==> src/rtl/pause_pkg.sv <==
// Shared types and defaults for the pause / screen-dim controller.
package pause_pkg;

  typedef enum logic [1:0] {
    RUN  = 2'd0,
    LIT  = 2'd1,
    FADE = 2'd2,
    DIM  = 2'd3
  } state_t;

  localparam logic [1:0] DIM_OFF = 2'd0;

  localparam int unsigned DIM_CYCLES_DEF  = 180000000;
  localparam int unsigned FADE_CYCLES_DEF = 4500000;

endpackage

==> src/rtl/pause_dim_ctrl_rgb_dimmer.sv <==
// Registered RGB right-shift dimmer, updated only on pixel clock enable.
module rgb_dimmer #(
  parameter int unsigned R_W = 3,
  parameter int unsigned G_W = 3,
  parameter int unsigned B_W = 2
) (
  input  logic           clk_sys,
  input  logic           reset_n,
  input  logic           ce_pix,
  input  logic [1:0]     shift,
  input  logic [R_W-1:0] r_in,
  input  logic [G_W-1:0] g_in,
  input  logic [B_W-1:0] b_in,
  output logic [R_W-1:0] r_out,
  output logic [G_W-1:0] g_out,
  output logic [B_W-1:0] b_out
);

  always_ff @(posedge clk_sys or negedge reset_n) begin
    if (!reset_n) begin
      r_out <= '0;
      g_out <= '0;
      b_out <= '0;
    end else if (ce_pix) begin
      r_out <= r_in >> shift;
      g_out <= g_in >> shift;
      b_out <= b_in >> shift;
    end
  end

endmodule

==> src/rtl/pause_dim_ctrl.sv <==
// Combines pause sources into one registered pause and fades video during long user pauses.
module pause_dim_ctrl
  import pause_pkg::*;
#(
  parameter int unsigned NSRC        = 2,
  parameter int unsigned R_W         = 3,
  parameter int unsigned G_W         = 3,
  parameter int unsigned B_W         = 2,
  parameter int unsigned DIM_CYCLES  = DIM_CYCLES_DEF,
  parameter int unsigned FADE_CYCLES = FADE_CYCLES_DEF,
  parameter int unsigned TW          = 32
) (
  input  logic            clk_sys,
  input  logic            reset_n,
  input  logic            pause_btn,
  input  logic [NSRC-1:0] pause_src,
  input  logic            osd_open,
  input  logic            osd_pause_en,
  input  logic [1:0]      dim_max,
  input  logic            ce_pix,
  input  logic [R_W-1:0]  r_in,
  input  logic [G_W-1:0]  g_in,
  input  logic [B_W-1:0]  b_in,
  output logic            pause,
  output logic            user_paused,
  output logic [1:0]      dim_level,
  output logic [R_W-1:0]  r_out,
  output logic [G_W-1:0]  g_out,
  output logic [B_W-1:0]  b_out
);

  localparam logic [TW-1:0] DIM_LAST  = TW'(DIM_CYCLES - 1);
  localparam logic [TW-1:0] FADE_LAST = TW'(FADE_CYCLES - 1);

  state_t        state, state_nx;
  logic [TW-1:0] timer, timer_nx;
  logic [1:0]    lvl, lvl_nx;
  logic          btn_prev, up, up_nx, rise;

  always_comb begin
    rise     = pause_btn & ~btn_prev;
    up_nx    = up ^ rise;
    state_nx = state;
    timer_nx = timer;
    lvl_nx   = lvl;
    // A toggle edge overrides any timer or fade step in the same cycle.
    if (rise) begin
      state_nx = up ? RUN : LIT;
      timer_nx = '0;
      lvl_nx   = '0;
    end else begin
      case (state)
        RUN: begin
          timer_nx = '0;
          lvl_nx   = '0;
        end
        LIT: begin
          if (timer == DIM_LAST) begin
            if (dim_max != DIM_OFF) begin
              timer_nx = '0;
              lvl_nx   = 2'd1;
              state_nx = (dim_max == 2'd1) ? DIM : FADE;
            end
          end else begin
            timer_nx = timer + 1'b1;
          end
        end
        FADE: begin
          if (dim_max == DIM_OFF) begin
            state_nx = LIT;
            timer_nx = DIM_LAST;
            lvl_nx   = '0;
          end else if (lvl >= dim_max) begin
            state_nx = DIM;
            timer_nx = '0;
            lvl_nx   = dim_max;
          end else if (timer == FADE_LAST) begin
            timer_nx = '0;
            lvl_nx   = 2'(lvl + 2'd1);
            if (2'(lvl + 2'd1) == dim_max) state_nx = DIM;
          end else begin
            timer_nx = timer + 1'b1;
          end
        end
        DIM: begin
          // Returning to LIT with a saturated timer lets a later non-zero dim_max fade at once.
          if (dim_max == DIM_OFF) begin
            state_nx = LIT;
            timer_nx = DIM_LAST;
            lvl_nx   = '0;
          end else if (dim_max > lvl) begin
            state_nx = FADE;
            timer_nx = '0;
          end else if (dim_max < lvl) begin
            lvl_nx = dim_max;
          end
        end
        default: begin
          state_nx = RUN;
          timer_nx = '0;
          lvl_nx   = '0;
        end
      endcase
    end
  end

  always_ff @(posedge clk_sys or negedge reset_n) begin
    if (!reset_n) begin
      btn_prev <= 1'b0;
      up       <= 1'b0;
      pause    <= 1'b0;
      state    <= RUN;
      timer    <= '0;
      lvl      <= '0;
    end else begin
      btn_prev <= pause_btn;
      up       <= up_nx;
      pause    <= up_nx | (|pause_src) | (osd_open & osd_pause_en);
      state    <= state_nx;
      timer    <= timer_nx;
      lvl      <= lvl_nx;
    end
  end

  assign user_paused = up;
  assign dim_level   = lvl;

  rgb_dimmer #(
    .R_W(R_W),
    .G_W(G_W),
    .B_W(B_W)
  ) u_dimmer (
    .clk_sys(clk_sys),
    .reset_n(reset_n),
    .ce_pix (ce_pix),
    .shift  (lvl),
    .r_in   (r_in),
    .g_in   (g_in),
    .b_in   (b_in),
    .r_out  (r_out),
    .g_out  (g_out),
    .b_out  (b_out)
  );

endmodule

==> config.mk <==
export PLATFORM = sky130hd
export DESIGN_NAME = pause_dim_ctrl
export DESIGN_NICKNAME = d
export VERILOG_FILES = /design/src/rtl/pause_pkg.sv /design/src/rtl/pause_dim_ctrl_rgb_dimmer.sv /design/src/rtl/pause_dim_ctrl.sv
export SDC_FILE = /design/constraint.sdc
export NUM_CORES = 1
export LEC_CHECK = 0
export CORE_MARGIN = 2
export CORE_UTILIZATION = 52
export DETAILED_ROUTE_END_ITERATION = 7
export HOLD_SLACK_MARGIN = 0.03
export PLACE_DENSITY = 0.83
export SLEW_MARGIN = 25
export SYNTH_ARGS = -nofsm -noshare
export SYNTH_HDL_FRONTEND = slang
export SYNTH_HIERARCHICAL = 1
export SYNTH_SLANG_ARGS = --single-unit
export TNS_END_PERCENT = 20
==> constraint.sdc <==
create_clock -name clk_sys -period 2.55 [get_ports clk_sys]
set_input_delay 0.765 -clock clk_sys [delete_from_list [all_inputs] [get_ports clk_sys]]
set_output_delay 0.765 -clock clk_sys [all_outputs]
set_load 0.03 [all_outputs]
==> results.sh <==
export IMPL_drt_vias_per_instance=6.75
export IMPL_grt_overflow_total=0
export IMPL_rsz0062_at_grt="yes"
export IMPL_antenna_left=0
export IMPL_status="complete, but fails checks"
export IMPL_fin_setup_tns_ns=-0.0641
export IMPL_portBuffers=29
export IMPL_multiInputGateArea_mm2=0.00205
export IMPL_synthToLayoutAreaGrowth_pct=39.5
export IMPL_setup_viol=1
export IMPL_synth_top_flop_cell="dfrtp_1"
export IMPL_critical_path_class="input port to flop"
export IMPL_ys_types=63
export IMPL_drtIter0Drc=543
export IMPL_power_density_mw_per_mm2=935
export IMPL_yosysSeqAreaShare_pct=36.3
export IMPL_drcViolationCount=0
export IMPL_synth_top_area_share_pct=36.3
export IMPL_clk_pin_slew_ns=0.09
export IMPL_totalWireLength_um=11100
export IMPL_crit_arrival_ns=2.78
export IMPL_peakVddDrop_v=0.000773
export IMPL_crit_top_cell="buf_4"
export IMPL_insertion_delay_ns=0.31
export IMPL_grt_pass1_vias=3640
export IMPL_grt_usage_pct=29.7
export IMPL_syn_avg_cell_area_um2=8.56
export IMPL_cp_slowest_stage_delay_ns=0.43
export IMPL_die_h_um=83.0
export IMPL_min_path_type="input port to asynchronous set/reset pin"
export IMPL_relSlewSlack_pct=53.4
export IMPL_ys_ff_latch=47
export IMPL_cts_path_max_buffers=2
export IMPL_crit_buf_inv=4
export IMPL_cp_max_fo=3
export IMPL_max_freq_mhz=383
export IMPL_crit_path_start_kind="input port"
export IMPL_grt_pass1_wl_um=16900
export IMPL_clock_root_buffer="clkbuf_8"
export IMPL_cts_num_sinks=47
export IMPL_wl_per_cell_um=19.9
export IMPL_yosys_warnings=6
export IMPL_cts_hold_buf=0
export IMPL_via_count=3781
export IMPL_fp_dieW_um=83.0
export IMPL_initial_core_util_pct=54.1
export IMPL_final_common_cell="buf_4"
export IMPL_die_area_mm2=0.00688
export IMPL_hold_viol_final=0
export IMPL_tightestPinTransition_ns=0.699
export IMPL_crit_slowest_cell="o41ai_1"
export IMPL_synth_edf_count=0
export IMPL_cellLeakagePower_uw=0.00191
export IMPL_crit_family="compound AO/OA/AOI/OAI gates"
export IMPL_yosysTopAreaCell="dfrtp_1"
export IMPL_p_total_uw=4230
export IMPL_antenna_found_initial=0
export IMPL_diodes=0
export IMPL_fin_ws_ns=-0.0641
export IMPL_h_tree_depth=2
export IMPL_place_inst=542
export IMPL_drive_above_1_share_pct=28.0
export IMPL_violations="setup timing"
export IMPL_cts_tree="done"
export IMPL_syn_num_nets=404
export IMPL_core_area_mm2=0.00599
export IMPL_maxCapViolations=0
export IMPL_place_hpwl_um=7290
export IMPL_grt_max_degree=31
export IMPL_seqCellArea_mm2=0.00118
export IMPL_min_period_over_period_pct=103
export IMPL_skew_ns=0.0106
export IMPL_synthArstFlopShare_pct=100
export IMPL_crit_chain="dlygate4sd2_1, inv_1, ha_1, nand2_1, o21a_1, buf_4, o311ai_2, a21o_1, buf_4, o41ai_1"
export IMPL_most_common_layout_cells="buf_4, dfrtp_1, nand2_1"
export IMPL_cp_data_required_time_ns=2.72
export IMPL_ioPinCount=30
export IMPL_netlist_instances=379
export IMPL_drtPass1Iterations=6
export IMPL_netlist_area_mm2=0.00324
export IMPL_std_cell_rows=28
export IMPL_period_minus_slack_ns=2.61
export IMPL_cp_end_kind="flop"
export IMPL_place_congestion=0.889
export IMPL_nNetsFinal=511
export IMPL_ys_top_cells_by_area="dfrtp_1, nand3_1, nand2_1"
export IMPL_finalNonFillerCells=560
export IMPL_fillCellCount=389
export IMPL_finalMaxSlewViolations=0
export IMPL_cts_buffers=5
export IMPL_fin_hold_ws_ns=0.491
[where the power goes]
| group | switching [uW] | leakage, uW | internal, uW |
|---|---|---|---|
| combinational | 1450 | 0.00125 | 1260 |
| sequential | 166 | 0.000622 | 913 |
| clock | 253 | 0.0000371 | 184 |
[logic make-up (layout without fill, tap and decap cells)]
family / Yosys count / count (layout) / synth area share (%)
xor+xnor: 4 / 4 / 1.08
simple gates: 169 / 169 / 28.7
flops: 47 / 47 / 36.3
fa+ha+maj: 7 / 7 / 2.70
buf+inv: 41 / 147 / 5.90
mux: 5 / 5 / 1.54
compound gates: 106 / 106 / 23.8
[final cells by class]
cell class              instances  share of cell area [%]
multi-input cells             291                    45.2
inverters                      20                    1.66
clock buffers                   6                    1.60
repair buffers                121                    23.4
flip-flops and latches         47                    26.0
well taps                      75                    2.07
[synthesized netlist by cell type, types with 6 or more instances]
master / count
o21ai_0: 11
and3_1: 10
a31oi_1: 6
nand4b_1: 6
clkbuf_1: 12
o211ai_1: 11
nand2_1: 34
a21oi_1: 18
nand4_1: 12
nor3_1: 6
dfrtp_1: 47
nand3_1: 30
inv_1: 20
nor2_1: 25
ha_1: 7
o41ai_1: 6
o22ai_1: 7
[state kept, by name (all words and copies together), names as in the netlist]
signal,flops
pause,1
dim_level,2
timer,32
user_paused,1
u_dimmer/r_out,3
btn_prev,1
state,2
u_dimmer/g_out,3
u_dimmer/b_out,2
[worst paths after layout]
check / end / slack (ns) / from / cells past startpoint
max: timer[21] / -0.06 / dim_max[0] / 10
max in group asynchronous: timer[18] / 1.40 / reset_n / 2
max reg2reg: timer[25] / 0.03 / timer[22] / 10
min reg2reg: state[0] / 0.53 / user_paused / 1
min: u_dimmer/r_out[0] / 0.49 / reset_n / 1
min in group clk_sys: state[0] / 0.53 / user_paused / 1
[routing by layer]
layer  up-vias  global-route usage (%)  share of wire [%]
li1       1657                       -                  -
met2       264                    50.1                 49
met3        77                    4.67                8.8
met5         -                       0                  0
met4         0                    16.1                5.0
met1      1783                    36.2                 37
[through the flow]
| step | cell area, um2 | setup WS, ns | util, % |
|---|---|---|---|
| after floorplan | 3260 | 0.00379 | - |
| after global placement | 4180 | -0.392 | 69.7 |
| after CTS | 4430 | 0.0155 | 73.9 |
| final | 4520 | -0.0641 | 75.5 |
| after detailed placement | 4180 | -0.503 | 69.7 |
| after global routing | 4520 | -0.194 | 75.5 |
[repair_timing]
item / 4_1_cts / 5_1_grt
buffers inserted: 7 / 4
resized for setup: 30 / 15
pin swaps: 10 / 7
cloned: 1 / 0
setup endpoints to repair: 36 / 28
Power figures use the tool's default switching activity.
